[src/rtl/multicycle_ctrl_pkg.sv]
// Shared types and encodings for the multi-cycle RV32I control unit.
package multicycle_ctrl_pkg;

  typedef enum logic [3:0] {
    FETCH    = 4'd0,
    DECODE   = 4'd1,
    MEMADR   = 4'd2,
    MEMREAD  = 4'd3,
    MEMWB    = 4'd4,
    MEMWRITE = 4'd5,
    EXECR    = 4'd6,
    EXECI    = 4'd7,
    ALUWB    = 4'd8,
    BEQ      = 4'd9,
    JAL      = 4'd10,
    TRAP     = 4'd11
  } state_t;

  localparam logic [6:0] OP_LW   = 7'b0000011;
  localparam logic [6:0] OP_SW   = 7'b0100011;
  localparam logic [6:0] OP_R    = 7'b0110011;
  localparam logic [6:0] OP_I    = 7'b0010011;
  localparam logic [6:0] OP_BEQ  = 7'b1100011;
  localparam logic [6:0] OP_JAL  = 7'b1101111;

  localparam logic [1:0] RES_ALUOUT    = 2'b00;
  localparam logic [1:0] RES_DATA      = 2'b01;
  localparam logic [1:0] RES_ALURESULT = 2'b10;

  localparam logic [1:0] SRCA_PC    = 2'b00;
  localparam logic [1:0] SRCA_OLDPC = 2'b01;
  localparam logic [1:0] SRCA_RS1   = 2'b10;

  localparam logic [1:0] SRCB_RS2  = 2'b00;
  localparam logic [1:0] SRCB_IMM  = 2'b01;
  localparam logic [1:0] SRCB_FOUR = 2'b10;

  localparam logic [1:0] IMM_I = 2'b00;
  localparam logic [1:0] IMM_S = 2'b01;
  localparam logic [1:0] IMM_B = 2'b10;
  localparam logic [1:0] IMM_J = 2'b11;

  localparam logic [1:0] ALUOP_ADD   = 2'b00;
  localparam logic [1:0] ALUOP_SUB   = 2'b01;
  localparam logic [1:0] ALUOP_FUNCT = 2'b10;

  localparam logic [2:0] ALU_ADD = 3'b000;
  localparam logic [2:0] ALU_SUB = 3'b001;
  localparam logic [2:0] ALU_AND = 3'b010;
  localparam logic [2:0] ALU_OR  = 3'b011;
  localparam logic [2:0] ALU_SLT = 3'b101;

  // Only add/sub, slt, or and and are implemented by the ALU.
  function automatic logic funct3_supported(input logic [2:0] f3);
    case (f3)
      3'b000, 3'b010, 3'b110, 3'b111: funct3_supported = 1'b1;
      default:                        funct3_supported = 1'b0;
    endcase
  endfunction

endpackage

[src/rtl/multicycle_ctrl_aludec.sv]
// ALU decoder: maps ALUOp plus instruction fields to an ALU operation code.
module multicycle_ctrl_aludec
  import multicycle_ctrl_pkg::*;
(
  input  logic       op5,
  input  logic [2:0] funct3,
  input  logic       funct7_5,
  input  logic [1:0] alu_op,
  output logic [2:0] alu_control
);

  // funct3/funct7 decode; SUB only for R-type (op5=1) with bit 30 set
  always_comb begin
    alu_control = ALU_ADD;
    case (alu_op)
      ALUOP_ADD: alu_control = ALU_ADD;
      ALUOP_SUB: alu_control = ALU_SUB;
      ALUOP_FUNCT: begin
        case (funct3)
          3'b000:  alu_control = (op5 && funct7_5) ? ALU_SUB : ALU_ADD;
          3'b010:  alu_control = ALU_SLT;
          3'b110:  alu_control = ALU_OR;
          3'b111:  alu_control = ALU_AND;
          default: alu_control = ALU_ADD;
        endcase
      end
      default: alu_control = ALU_ADD;
    endcase
  end

endmodule

[src/rtl/multicycle_ctrl.sv]
// Main control FSM of the multi-cycle RV32I core, with memory wait
// counter, immediate-format decode and sticky illegal/timeout flags.
module multicycle_ctrl
  import multicycle_ctrl_pkg::*;
#(
  parameter int MEM_TIMEOUT = 16
) (
  input  logic       clk,
  input  logic       reset,
  input  logic [6:0] op,
  input  logic [2:0] funct3,
  input  logic       funct7_5,
  input  logic       zero,
  input  logic       mem_ready,
  output logic       pc_write,
  output logic       adr_src,
  output logic       mem_write,
  output logic       ir_write,
  output logic [1:0] result_src,
  output logic [1:0] alu_src_a,
  output logic [1:0] alu_src_b,
  output logic       reg_write,
  output logic [1:0] imm_src,
  output logic [2:0] alu_control,
  output logic       instr_done,
  output logic       illegal,
  output logic       timeout,
  output logic [3:0] state_o
);

  localparam int CW = (MEM_TIMEOUT > 2) ? $clog2(MEM_TIMEOUT) : 1;
  localparam logic [CW-1:0] CNT_LAST = CW'(MEM_TIMEOUT - 1);
  localparam logic [CW-1:0] CNT_ONE  = CW'(1);
  localparam logic [CW-1:0] CNT_ZERO = '0;

  state_t        state_q, state_d;
  logic [CW-1:0] wait_cnt_q, wait_cnt_d;
  logic          illegal_q, illegal_d;
  logic          timeout_q, timeout_d;
  logic          expired_s, wait_state_s;
  logic          pc_write_s, ir_write_s, mem_write_s, reg_write_s;
  logic [1:0]    alu_op_s;

  // State, wait counter and sticky flags
  always_ff @(posedge clk or posedge reset) begin
    if (reset) begin
      state_q    <= FETCH;
      wait_cnt_q <= CNT_ZERO;
      illegal_q  <= 1'b0;
      timeout_q  <= 1'b0;
    end else begin
      state_q    <= state_d;
      wait_cnt_q <= wait_cnt_d;
      illegal_q  <= illegal_d;
      timeout_q  <= timeout_d;
    end
  end

  // Next-state logic; mem_ready takes priority over an expiring wait
  always_comb begin
    state_d   = state_q;
    illegal_d = illegal_q;
    timeout_d = timeout_q;
    expired_s = (wait_cnt_q == CNT_LAST) && !mem_ready;
    case (state_q)
      FETCH: begin
        if (mem_ready) begin
          state_d = DECODE;
        end else if (expired_s) begin
          state_d   = TRAP;
          timeout_d = 1'b1;
        end else begin
          state_d = FETCH;
        end
      end
      DECODE: begin
        case (op)
          OP_LW, OP_SW: state_d = MEMADR;
          OP_R:         state_d = funct3_supported(funct3) ? EXECR : TRAP;
          OP_I:         state_d = funct3_supported(funct3) ? EXECI : TRAP;
          OP_BEQ:       state_d = BEQ;
          OP_JAL:       state_d = JAL;
          default:      state_d = TRAP;
        endcase
        if (state_d == TRAP) begin
          illegal_d = 1'b1;
        end else begin
          illegal_d = illegal_q;
        end
      end
      MEMADR: state_d = (op == OP_SW) ? MEMWRITE : MEMREAD;
      MEMREAD, MEMWRITE: begin
        if (mem_ready) begin
          state_d = (state_q == MEMREAD) ? MEMWB : FETCH;
        end else if (expired_s) begin
          state_d   = TRAP;
          timeout_d = 1'b1;
        end else begin
          state_d = state_q;
        end
      end
      MEMWB:        state_d = FETCH;
      EXECR, EXECI: state_d = ALUWB;
      ALUWB:        state_d = FETCH;
      BEQ:          state_d = FETCH;
      JAL:          state_d = ALUWB;
      TRAP:         state_d = TRAP;
      default:      state_d = TRAP;
    endcase

    wait_state_s = (state_q == FETCH) || (state_q == MEMREAD) || (state_q == MEMWRITE);
    if (state_d != state_q) begin
      wait_cnt_d = CNT_ZERO;
    end else if (wait_state_s && !mem_ready) begin
      wait_cnt_d = wait_cnt_q + CNT_ONE;
    end else begin
      wait_cnt_d = wait_cnt_q;
    end
  end

  // Moore outputs; JAL's write-back ALUWB is where it completes
  always_comb begin
    pc_write_s  = 1'b0;
    ir_write_s  = 1'b0;
    mem_write_s = 1'b0;
    reg_write_s = 1'b0;
    adr_src     = 1'b0;
    result_src  = RES_ALUOUT;
    alu_src_a   = SRCA_PC;
    alu_src_b   = SRCB_RS2;
    alu_op_s    = ALUOP_ADD;
    instr_done  = 1'b0;
    case (state_q)
      FETCH: begin
        alu_src_b  = SRCB_FOUR;
        result_src = RES_ALURESULT;
        ir_write_s = mem_ready;
        pc_write_s = mem_ready;
      end
      DECODE: begin
        alu_src_a = SRCA_OLDPC;
        alu_src_b = SRCB_IMM;
      end
      MEMADR: begin
        alu_src_a = SRCA_RS1;
        alu_src_b = SRCB_IMM;
      end
      MEMREAD: adr_src = 1'b1;
      MEMWB: begin
        result_src  = RES_DATA;
        reg_write_s = 1'b1;
        instr_done  = 1'b1;
      end
      MEMWRITE: begin
        adr_src     = 1'b1;
        mem_write_s = 1'b1;
        instr_done  = mem_ready;
      end
      EXECR: begin
        alu_src_a = SRCA_RS1;
        alu_op_s  = ALUOP_FUNCT;
      end
      EXECI: begin
        alu_src_a = SRCA_RS1;
        alu_src_b = SRCB_IMM;
        alu_op_s  = ALUOP_FUNCT;
      end
      ALUWB: begin
        reg_write_s = 1'b1;
        instr_done  = 1'b1;
      end
      BEQ: begin
        alu_src_a  = SRCA_RS1;
        alu_op_s   = ALUOP_SUB;
        pc_write_s = zero;
        instr_done = 1'b1;
      end
      JAL: begin
        alu_src_a  = SRCA_OLDPC;
        alu_src_b  = SRCB_FOUR;
        pc_write_s = 1'b1;
      end
      TRAP:    instr_done = 1'b0;
      default: instr_done = 1'b0;
    endcase
  end

  // Immediate format follows the opcode directly
  always_comb begin
    case (op)
      OP_LW, OP_I: imm_src = IMM_I;
      OP_SW:       imm_src = IMM_S;
      OP_BEQ:      imm_src = IMM_B;
      OP_JAL:      imm_src = IMM_J;
      default:     imm_src = IMM_I;
    endcase
  end

  assign pc_write  = pc_write_s  & ~reset;
  assign ir_write  = ir_write_s  & ~reset;
  assign mem_write = mem_write_s & ~reset;
  assign reg_write = reg_write_s & ~reset;
  assign illegal   = illegal_q;
  assign timeout   = timeout_q;
  assign state_o   = state_q;

  multicycle_ctrl_aludec u_aludec (
    .op5        (op[5]),
    .funct3     (funct3),
    .funct7_5   (funct7_5),
    .alu_op     (alu_op_s),
    .alu_control(alu_control)
  );

endmodule

[config.mk]
export PLATFORM = sky130hd
export DESIGN_NAME = multicycle_ctrl
export DESIGN_NICKNAME = d
export VERILOG_FILES = /design/src/rtl/multicycle_ctrl_pkg.sv /design/src/rtl/multicycle_ctrl_aludec.sv /design/src/rtl/multicycle_ctrl.sv
export SDC_FILE = /design/constraint.sdc
export NUM_CORES = 1
export LEC_CHECK = 0
export BUFFER_PORTS_ARGS = -buffer_cell sky130_fd_sc_hd__buf_2
export CORE_MARGIN = 1.5
export CORE_UTILIZATION = 50
export DETAILED_ROUTE_END_ITERATION = 12
export PLACE_DENSITY = 0.81
export SLEW_MARGIN = 10
export SYNTH_ARGS = -nofsm -noshare
export SYNTH_HDL_FRONTEND = slang
export SYNTH_SLANG_ARGS = --single-unit
[constraint.sdc]
create_clock -name clk -period 2.5 [get_ports clk]
set_input_delay 0.125 -clock clk [delete_from_list [all_inputs] [get_ports clk]]
set_output_delay 0.125 -clock clk [all_outputs]
set_load 0.03 [all_outputs]
==> results of run 1 <==
## through the flow
stage               instances  setup slack [ns]
CTS                       221             0.190
global placement          216             0.380
detailed placement        216             0.348
global route              221            0.0578
floorplan                 155             0.127
finish                    221             0.173
## sequential cells by signal, indices dropped and copies added, names as in the netlist
signal	cells
illegal	1
state_o	4
timeout	1
wait_cnt_q	4
## cell type report
class                   count  area, µm²  share of cell area [%]
repair buffers             44        240                    15.9
clock buffers               4       36.3                    2.40
flip-flops and latches     10        250                    16.6
inverters                   8       30.0                    1.99
well taps                  28       35.0                    2.32
multi-input cells         127        920                    60.8
## Yosys cell counts, drive strengths merged (2+ instances only)
master   n
or2b     2
nor3b    2
nand3    3
buf     10
dfrtp   10
a21oi   13
or2      2
and4b    2
nor2    15
or3      3
and3     6
xnor2    5
nor4b    2
a211oi   3
ha       3
a21o     3
nand2b   2
inv      8
nand2   11
nor2b    4
nor3     5
nor4     8
a31oi    6
o21ai    7
## power by group
part | total, mW | internal (mW) | leakage, nW | switching, mW
Combinational | 1.29 | 0.474 | 0.535 | 0.814
Sequential | 0.306 | 0.195 | 0.129 | 0.111
Clock | 0.150 | 0.0884 | 0.0210 | 0.0613
## layer usage
layer	vias up	global-route usage, %
met3	4	3.11
met1	600	32.3
met5	-	0
li1	655	-
met4	0	6.41
met2	49	44.4
## worst max-delay path, stage by stage (launching register included)
cell and delay [ns]:
dfrtp_1 0.59, nor2b_1 0.44, nand2_1 0.17, ha_1 0.35, nor3_1 0.18, buf_2 0.22
## cells by family after synthesis
group | synth area share (%)
AO/OA/AOI/OAI | 27.7
XOR/XNOR | 4.21
adder cells (fa/ha/maj) | 3.01
buffers and inverters | 6.72
flip-flops | 20.1
multiplexers | 1.71
AND/OR/NAND/NOR | 36.6
## path summary, 6_finish.rpt
path / end / slack, ns / depth (start not counted)
min reg2reg: illegal / 0.47 / 1
max in group asynchronous: state_o[1] / 1.76 / 3
max reg2reg: wait_cnt_q[2] / 0.34 / 6
min: state_o[1] / 0.23 / 3
min in group asynchronous: wait_cnt_q[0] / 0.43 / 3
max: alu_control[2] / 0.17 / 5
==> qor.txt, run 1 <==
outcome = finished clean
core region area = 2280 µm²
Worst-Margin Slew = 0.539 ns
ratio of cells with drive above 1 in the final layout = 33.2%
DRT iter0 DRCs = 31
top cells by area, synth = dfrtp_1, a21oi_1, nor4_2
worst-case clock skew = 0.00712 ns
final hold viol count = 0
met1 wire length = 1400 µm
hold bufs inserted after CTS = 1
Final Net Count = 212
MaxCap Viol Count = 0
fillers = 190
Via density = 5.92
Crit path required time = 2.38 ns
Rows = 17
Syn-to-layout area delta = 21.2%
Distinct cells, synth = 55
dpl cell area = 1470 µm²
Async SR Flop Fraction = 100%
dominant cell type by area after synthesis = dfrtp_1
Hold Crit Class = in2reg
routed via count = 1308
H-Tree Depth = 1
Post-Synthesis Cells = 155
sequential cell area fraction in the yosys report = 20.1%
GP Congestion = 0.878
endpoint class of the critical path = primary output
grt ovf = 0
DR WL/cell = 14.4 µm
Synth top area share = 20.1%
DRT Pass-1 Iters = 4
Post-Syn Area = 1250 µm²
Chip Height = 53.0 µm
area of the die = 2800 µm²
Lkg Pwr = 0.685 nW
Horiz. Die Dim = 53.0 µm
met2 WL = 1560 µm
Clock Tree Root = clkbuf_4
largest net degree at the start of global routing = 19
Buffers on Ports = 37
CTS clock-pin slew for the worst setup and hold paths = 0.07 ns
num ports = 38
Hold WS = 0.227 ns
Post-DP HPWL = 2550 µm
antenna-violating nets left = 0
most common cell after layout, fill and taps aside = buf_2
clock latency on the worst-skew pair = 0.27 ns
setup TNS = 0 ns
antenna cells = 0
TritonCTS clock tree = yes
crit path max fanout = 15
Synth Area per Inst = 8.05 µm²
Max Slew Vio Count = 0
most frequent cells in the layout = buf_2, nor2_1, a21oi_1
Slew HR = 64.1%
Max Used Layer = met4
Top FF cell, synth = dfrtp_1
FMAX = 430 MHz
Arrival @ worst endpoint = 2.20 ns
post-route DRC violation count = 0
Layout Utilization = 66.4%
Power Density = 1150 nW/µm²
Ys Warns = 0
Critical Path Start Type = flop
HP Start = op[4]
initial antenna violation count = 0
total setup buffers inserted after CTS = 0
CTS Buf Count = 3
Final period util = 93.1%
final total power = 1.74 mW
post-route cell area = 1510 µm²
Total Wirelength = 3190 µm
RSZ-0062 raised after global routing = no
Post-synth EDFFs = 0
#FFs+latches synth = 10
GR Util All Layers = 25.2%
peak supply drop = 666 µV
initial core utilization = 54.8%
post-route minimum period = 2.33 ns
clk buf depth = 2
crit path from = state_o[0]
CTS sink cnt = 10
Setup violations, final = 0
post_cts resized = 0
first-pass GRT wire length = 5330 µm
number of global-route vias before repair = 1179
Met3 Wirelength = 192 µm
critical path class = reg2out
Syn Nets = 173
reg2reg start = state_o[3]
Power figures use the tool's default switching activity.
==> run 2, diff against run 1 <==
- PLACE_DENSITY: 0.81 -> 0.82
- SYNTH_HIERARCHICAL: unset -> 1
==> qor.txt, run 2 <==
Max Slew Vio Count = 0 (unchanged)
most common cell after layout, fill and taps aside = buf_2 (unchanged)
Post-DP HPWL = 2450 µm (was 2550 µm)
clock latency on the worst-skew pair = 0.28 ns (was 0.27 ns)
setup TNS = 0 ns (unchanged)
#FFs+latches synth = 10 (unchanged)
Distinct cells, synth = 58 (was 55)
first-pass GRT wire length = 5350 µm (was 5330 µm)
dominant cell type by area after synthesis = dfrtp_1 (unchanged)
Chip Height = 51.8 µm (was 53.0 µm)
sequential cell area fraction in the yosys report = 21.0% (was 20.1%)
GR Util All Layers = 26.2% (was 25.2%)
largest family of logic cells by synthesized area = simple AND/OR/NAND/NOR gates (unchanged)
antenna-violating nets left = 0 (unchanged)
Synth top area share = 21.0% (was 20.1%)
Hold Crit Class = in2reg (unchanged)
synthesized-area fraction occupied by adder cells = 3.15% (was 3.01%)
initial antenna violation count = 0 (unchanged)
critical path class = reg2out (unchanged)
Syn-to-layout area delta = 24.1% (was 21.2%)
GP Congestion = 0.932 (was 0.878)
Post-Synthesis Cells = 150 (was 155)
H-Tree Depth = 1 (unchanged)
grt ovf = 0 (unchanged)
Post-Syn Area = 1190 µm² (was 1250 µm²)
mux share of post-synthesis cell area = 4.20% (was 1.71%)
core region area = 2230 µm² (was 2280 µm²)
Horiz. Die Dim = 51.8 µm (was 53.0 µm)
CTS Buf Count = 3 (unchanged)
Rows = 17 (unchanged)
ratio of cells with drive above 1 in the final layout = 34.2% (was 33.2%)
endpoint class of the critical path = primary output (unchanged)
number of global-route vias before repair = 1181 (was 1179)
Final period util = 95.4% (was 93.1%)
antenna cells = 0 (unchanged)
Synth Area in Compound Gates = 21.5% (was 27.7%)
fillers = 195 (was 190)
CTS sink cnt = 10 (unchanged)
num ports = 38 (unchanged)
Clock Tree Root = clkbuf_4 (unchanged)
Critical Path Start Type = flop (unchanged)
TritonCTS clock tree = yes (unchanged)
Lkg Pwr = 0.685 nW (about the same)
Finished Layout Cells = 215 (was 221)
Arrival @ worst endpoint = 2.26 ns (was 2.20 ns)
crit path max fanout = 18 (was 15)
worst-case clock skew = 0.0141 ns (was 0.00712 ns)
total setup buffers inserted after CTS = 0 (unchanged)
area of the die = 2690 µm² (was 2800 µm²)
clk buf depth = 2 (unchanged)
Syn Nets = 168 (was 173)
Async SR Flop Fraction = 100% (unchanged)
Synth Area in Simple Gates = 37.7% (was 36.6%)
outcome = finished clean (unchanged)
initial core utilization = 53.4% (was 54.8%)
Crit path required time = 2.38 ns (about the same)
most frequent cells in the layout = buf_2, nor2_1, nor3_1 (was buf_2, nor2_1, a21oi_1)
MaxCap Viol Count = 0 (unchanged)
Buffers on Ports = 37 (unchanged)
Total Wirelength = 3200 µm (was 3190 µm)
count leader, synth = nor2_1 (unchanged)
area of the multi-input gates = 885 µm² (was 920 µm²)
Synth top cells by count = nor2_1, nor3_1, dfrtp_1, nand2_1, nand2b_1 (was nor2_1, a21oi_1, nand2_1, dfrtp_1, inv_1)
largest net degree at the start of global routing = 23 (was 19)
Final Net Count = 206 (was 212)
Inst Count DP = 210 (was 216)
final total power = 1.60 mW (was 1.74 mW)
CTS clock-pin slew for the worst setup and hold paths = 0.08 ns (was 0.07 ns)
Setup violations, final = 0 (unchanged)
Ys Warns = 6 (was 0)
FMAX = 419 MHz (was 430 MHz)
post-route minimum period = 2.39 ns (was 2.33 ns)
Via density = 6.14 (was 5.92)
final hold viol count = 0 (unchanged)
RSZ-0062 raised after global routing = no (unchanged)
Post-synth EDFFs = 0 (unchanged)
register area = 251 µm² (was 250 µm²)
DR WL/cell = 14.9 µm (was 14.4 µm)
Worst-Margin Slew = 0.458 ns (was 0.539 ns)
Top FF cell, synth = dfrtp_1 (unchanged)
Synth Area per Inst = 7.95 µm² (was 8.05 µm²)
DRT Pass-1 Iters = 4 (unchanged)
routed via count = 1321 (was 1308)
Power Density = 1080 nW/µm² (was 1150 nW/µm²)
xor/xnor share of the synthesized area = 5.14% (was 4.21%)
Slew HR = 69.0% (was 64.1%)
top cells by area, synth = dfrtp_1, nor3_1, nor2_1 (was dfrtp_1, a21oi_1, nor4_2)
DRT iter0 DRCs = 37 (was 31)
post-route DRC violation count = 0 (unchanged)
peak supply drop = 1020 µV (was 666 µV)
==> run 2: changes by cell type after synthesis, moves of 4 or more <==
cell and change:
nor4_2 -4, nor3_1 +7, mux2i_1 +4, nand2_1 -4
nand2b_1 +5, a21oi_1 -7, clkbuf_1 +4
==> run 2: cell families (layout without fill, tap and decap cells) <==
logic type      count (synthesis)  after routing
fa+ha+maj                       3              3
xor+xnor                        7              7
buf+inv                        19             56
compound gates                 35             35
flops                          10             10
mux                             5              5
simple gates                   71             71
==> run 2: worst paths after layout <==
check	start	to	slack, ns	cells after the start
setup / recovery	state_o[2]	alu_control[2]	0.11	8
hold / removal	op[6]	state_o[1]	0.26	3
setup reg to reg	state_o[2]	wait_cnt_q[1]	0.38	6
hold reg to reg	illegal	illegal	0.47	1
max in group asynchronous	reset	state_o[3]	1.77	3
min in group asynchronous	reset	state_o[1]	0.41	3
==> run 2: layout make-up <==
cell class | count | area share (%)
Clock buffer | 4 | 2.45
Sequential cell | 10 | 17.0
Multi-Input combinational cell | 121 | 59.8
Tap cell | 28 | 2.37
Inverter | 8 | 2.03
Timing Repair Buffer | 44 | 16.4
==> run 2: timing repair <==
action | in CTS | in global routing
hold buffers | 1 | 0
setup endpoints to repair | 0 | 2
gates resized for setup | 0 | 2
endpoints found under the hold margin | 10 | 0
==> run 2: per-layer routing <==
| metal | share of wire [%] | GRT usage, % | vias to the layer above |
|---|---|---|---|
| met1 | 45 | 34.8 | 631 |
| met4 | 1.3 | 8.77 | 0 |
| met3 | 5.2 | 3.74 | 7 |
| met5 | 0 | 0 | - |
| met2 | 49 | 43.5 | 47 |
| li1 | - | - | 636 |
==> run 2: worst max-delay path, stage by stage (launching register included) <==
cell and delay, ns:
dfrtp_1 0.46, buf_4 0.25, inv_2 0.10, nand2_1 0.10
nor2_1 0.18, inv_1 0.06, ha_1 0.36, nor4b_4 0.26
clkbuf_4 0.23
==> run 2: report_power, final <==
group          internal, mW  switching [mW]
Combinational         0.436           0.772
Clock                0.0887          0.0657
Sequential            0.196          0.0428
==> run 2: per-stage QoR <==
step / hold WS [ns] / util, % / worst slack, ns / area [µm²]
floorplan: -0.0244 / - / 0.110 / 1220
global placement: 0.172 / 64.0 / 0.459 / 1430
detailed placement: 0.174 / 64.0 / 0.393 / 1430
CTS: 0.260 / 66.1 / 0.0675 / 1480
global route: 0.285 / 66.3 / 0.00875 / 1480
finish: 0.258 / 66.3 / 0.114 / 1480
==> run 3, diff against run 2 <==
- PLACE_DENSITY: 0.82 -> 0.81
- SYNTH_HIERARCHICAL: 1 -> unset
- clock period: 2.5 -> 2.8 ns (I/O delays scaled with it)
==> qor.txt, run 3 (synthesis gave the netlist of run 1 again) <==
worst setup margin = 0.292 ns (was 0.114 ns)
Arrival @ worst endpoint = 2.37 ns (was 2.26 ns)
DRT Pass-1 Iters = 4 (unchanged)
clk buf depth = 2 (unchanged)
GP Congestion = 0.859 (was 0.932)
antenna cells = 0 (unchanged)
grt ovf = 0 (unchanged)
Setup violations, final = 0 (unchanged)
Worst-Margin Slew = 0.731 ns (was 0.458 ns)
Final Net Count = 208 (was 206)
outcome = finished clean (unchanged)
GR Util All Layers = 25.1% (was 26.2%)
Chip Height = 53.0 µm (was 51.8 µm)
MaxCap Viol Count = 0 (unchanged)
Slew HR = 51.3% (was 69.0%)
Via density = 6.02 (was 6.14)
Layout Utilization = 64.8% (was 66.3%)
RSZ-0062 raised after global routing = no (unchanged)
DR WL/cell = 14.3 µm (was 14.9 µm)
endpoint class of the critical path = primary output (unchanged)
Crit path required time = 2.66 ns (was 2.38 ns)
Post-DP HPWL = 2460 µm (was 2450 µm)
peak supply drop = 622 µV (was 1020 µV)
Setup WS pre-CTS = 0.604 ns (was 0.393 ns)
antenna-violating nets left = 0 (unchanged)
setup TNS = 0 ns (unchanged)
initial antenna violation count = 0 (unchanged)
CTS clock-pin slew for the worst setup and hold paths = 0.08 ns (about the same)
CTS Buf Count = 3 (unchanged)
ratio of cells with drive above 1 in the final layout = 31.2% (was 34.2%)
most frequent cells in the layout = buf_2, nor2_1, a21oi_1 (was buf_2, nor2_1, nor3_1)
routed via count = 1307 (was 1321)
Critical Path Start Type = flop (unchanged)
largest net degree at the start of global routing = 26 (was 23)
initial core utilization = 54.8% (was 53.4%)
Power Density = 1030 nW/µm² (was 1080 nW/µm²)
final total power = 1.51 mW (was 1.60 mW)
final hold viol count = 0 (unchanged)
area of the die = 2800 µm² (was 2690 µm²)
Hold Crit Class = in2reg (unchanged)
critical path class = reg2out (unchanged)
Rows = 17 (unchanged)
Syn-to-layout area delta = 18.3% (was 24.1%)
FMAX = 399 MHz
Buffers on Ports = 37 (unchanged)
worst-case clock skew = 0.00593 ns (was 0.0141 ns)
clock latency on the worst-skew pair = 0.27 ns (was 0.28 ns)
most common cell after layout, fill and taps aside = buf_2 (unchanged)
number of global-route vias before repair = 1209 (was 1181)
total setup buffers inserted after CTS = 0 (unchanged)
crit path max fanout = 23 (was 18)
Lkg Pwr = 0.664 nW (was 0.685 nW)
Clock Tree Root = clkbuf_4 (unchanged)
hold bufs inserted after CTS = 1 (unchanged)
Max Slew Vio Count = 0 (unchanged)
post_cts resized = 0 (unchanged)
core region area = 2280 µm² (was 2230 µm²)
CTS sink cnt = 10 (unchanged)
Total Wirelength = 3110 µm (was 3200 µm)
num ports = 38 (unchanged)
H-Tree Depth = 1 (unchanged)
post-route minimum period = 2.51 ns
DRT iter0 DRCs = 35 (was 37)
Final period util = 89.6%
Horiz. Die Dim = 53.0 µm (was 51.8 µm)
first-pass GRT wire length = 5290 µm (was 5350 µm)
TritonCTS clock tree = yes (unchanged)
post-route DRC violation count = 0 (unchanged)
-- run 3: changes by cell type in the layout (fill, tap and decap cells not counted), sizes merged, moves of 6 or more --
cell	delta
nor3	-6
a21oi	+7
nor4	+7
nand2b	-6
-- run 3: worst paths after layout --
check                           start             end  slack (ns)  depth (start not counted)
setup / recovery           state_o[0]  alu_control[2]        0.29                          5
hold / removal                  op[4]      state_o[1]        0.21                          3
setup reg to reg           state_o[0]   wait_cnt_q[1]        0.56                          5
hold reg to reg               timeout         timeout        0.46                          1
max in group asynchronous       reset         illegal        2.05                          3
min in group asynchronous       reset      state_o[3]        0.43                          3
-- run 3: critical path, cell delays in order (launching register included) --
cell	delay, ns
dfrtp_1	0.75
nor2b_1	0.44
nand2_1	0.17
ha_1	0.34
nor3_1	0.18
buf_2	0.22
-- run 3: metal layers --
layer,global-route usage (%),share of wire (%),vias to the layer above
met2,43.5,50,46
li1,-,-,645
met4,6.84,1.5,0
met1,32.1,43,610
met3,3.67,4.8,6
met5,0,0,-
-- run 3: area by class of cell --
class                      instances  area, µm²
inverter                           8       30.0
fill                             200        801
sequential                        10        250
timing repair buffer              40        210
tap                               28       35.0
multi-input combinational        127        913
clock buffer                       4       36.3
-- run 3: stage by stage --
stage               area, µm²  hold WS [ns]  cells
finish                   1480         0.206    217
floorplan                1250      -0.00953    155
detailed placement       1430         0.178    212
global route             1480         0.207    217
CTS                      1480         0.196    217
global placement         1430         0.175    212
-- run 3: where the power goes --
part	switching, mW	leakage (nW)	internal [mW]	total, mW
combinational	0.690	0.514	0.397	1.09
clock	0.0543	0.0210	0.0789	0.133
sequential	0.118	0.129	0.174	0.292
total	0.862	0.664	0.650	1.51
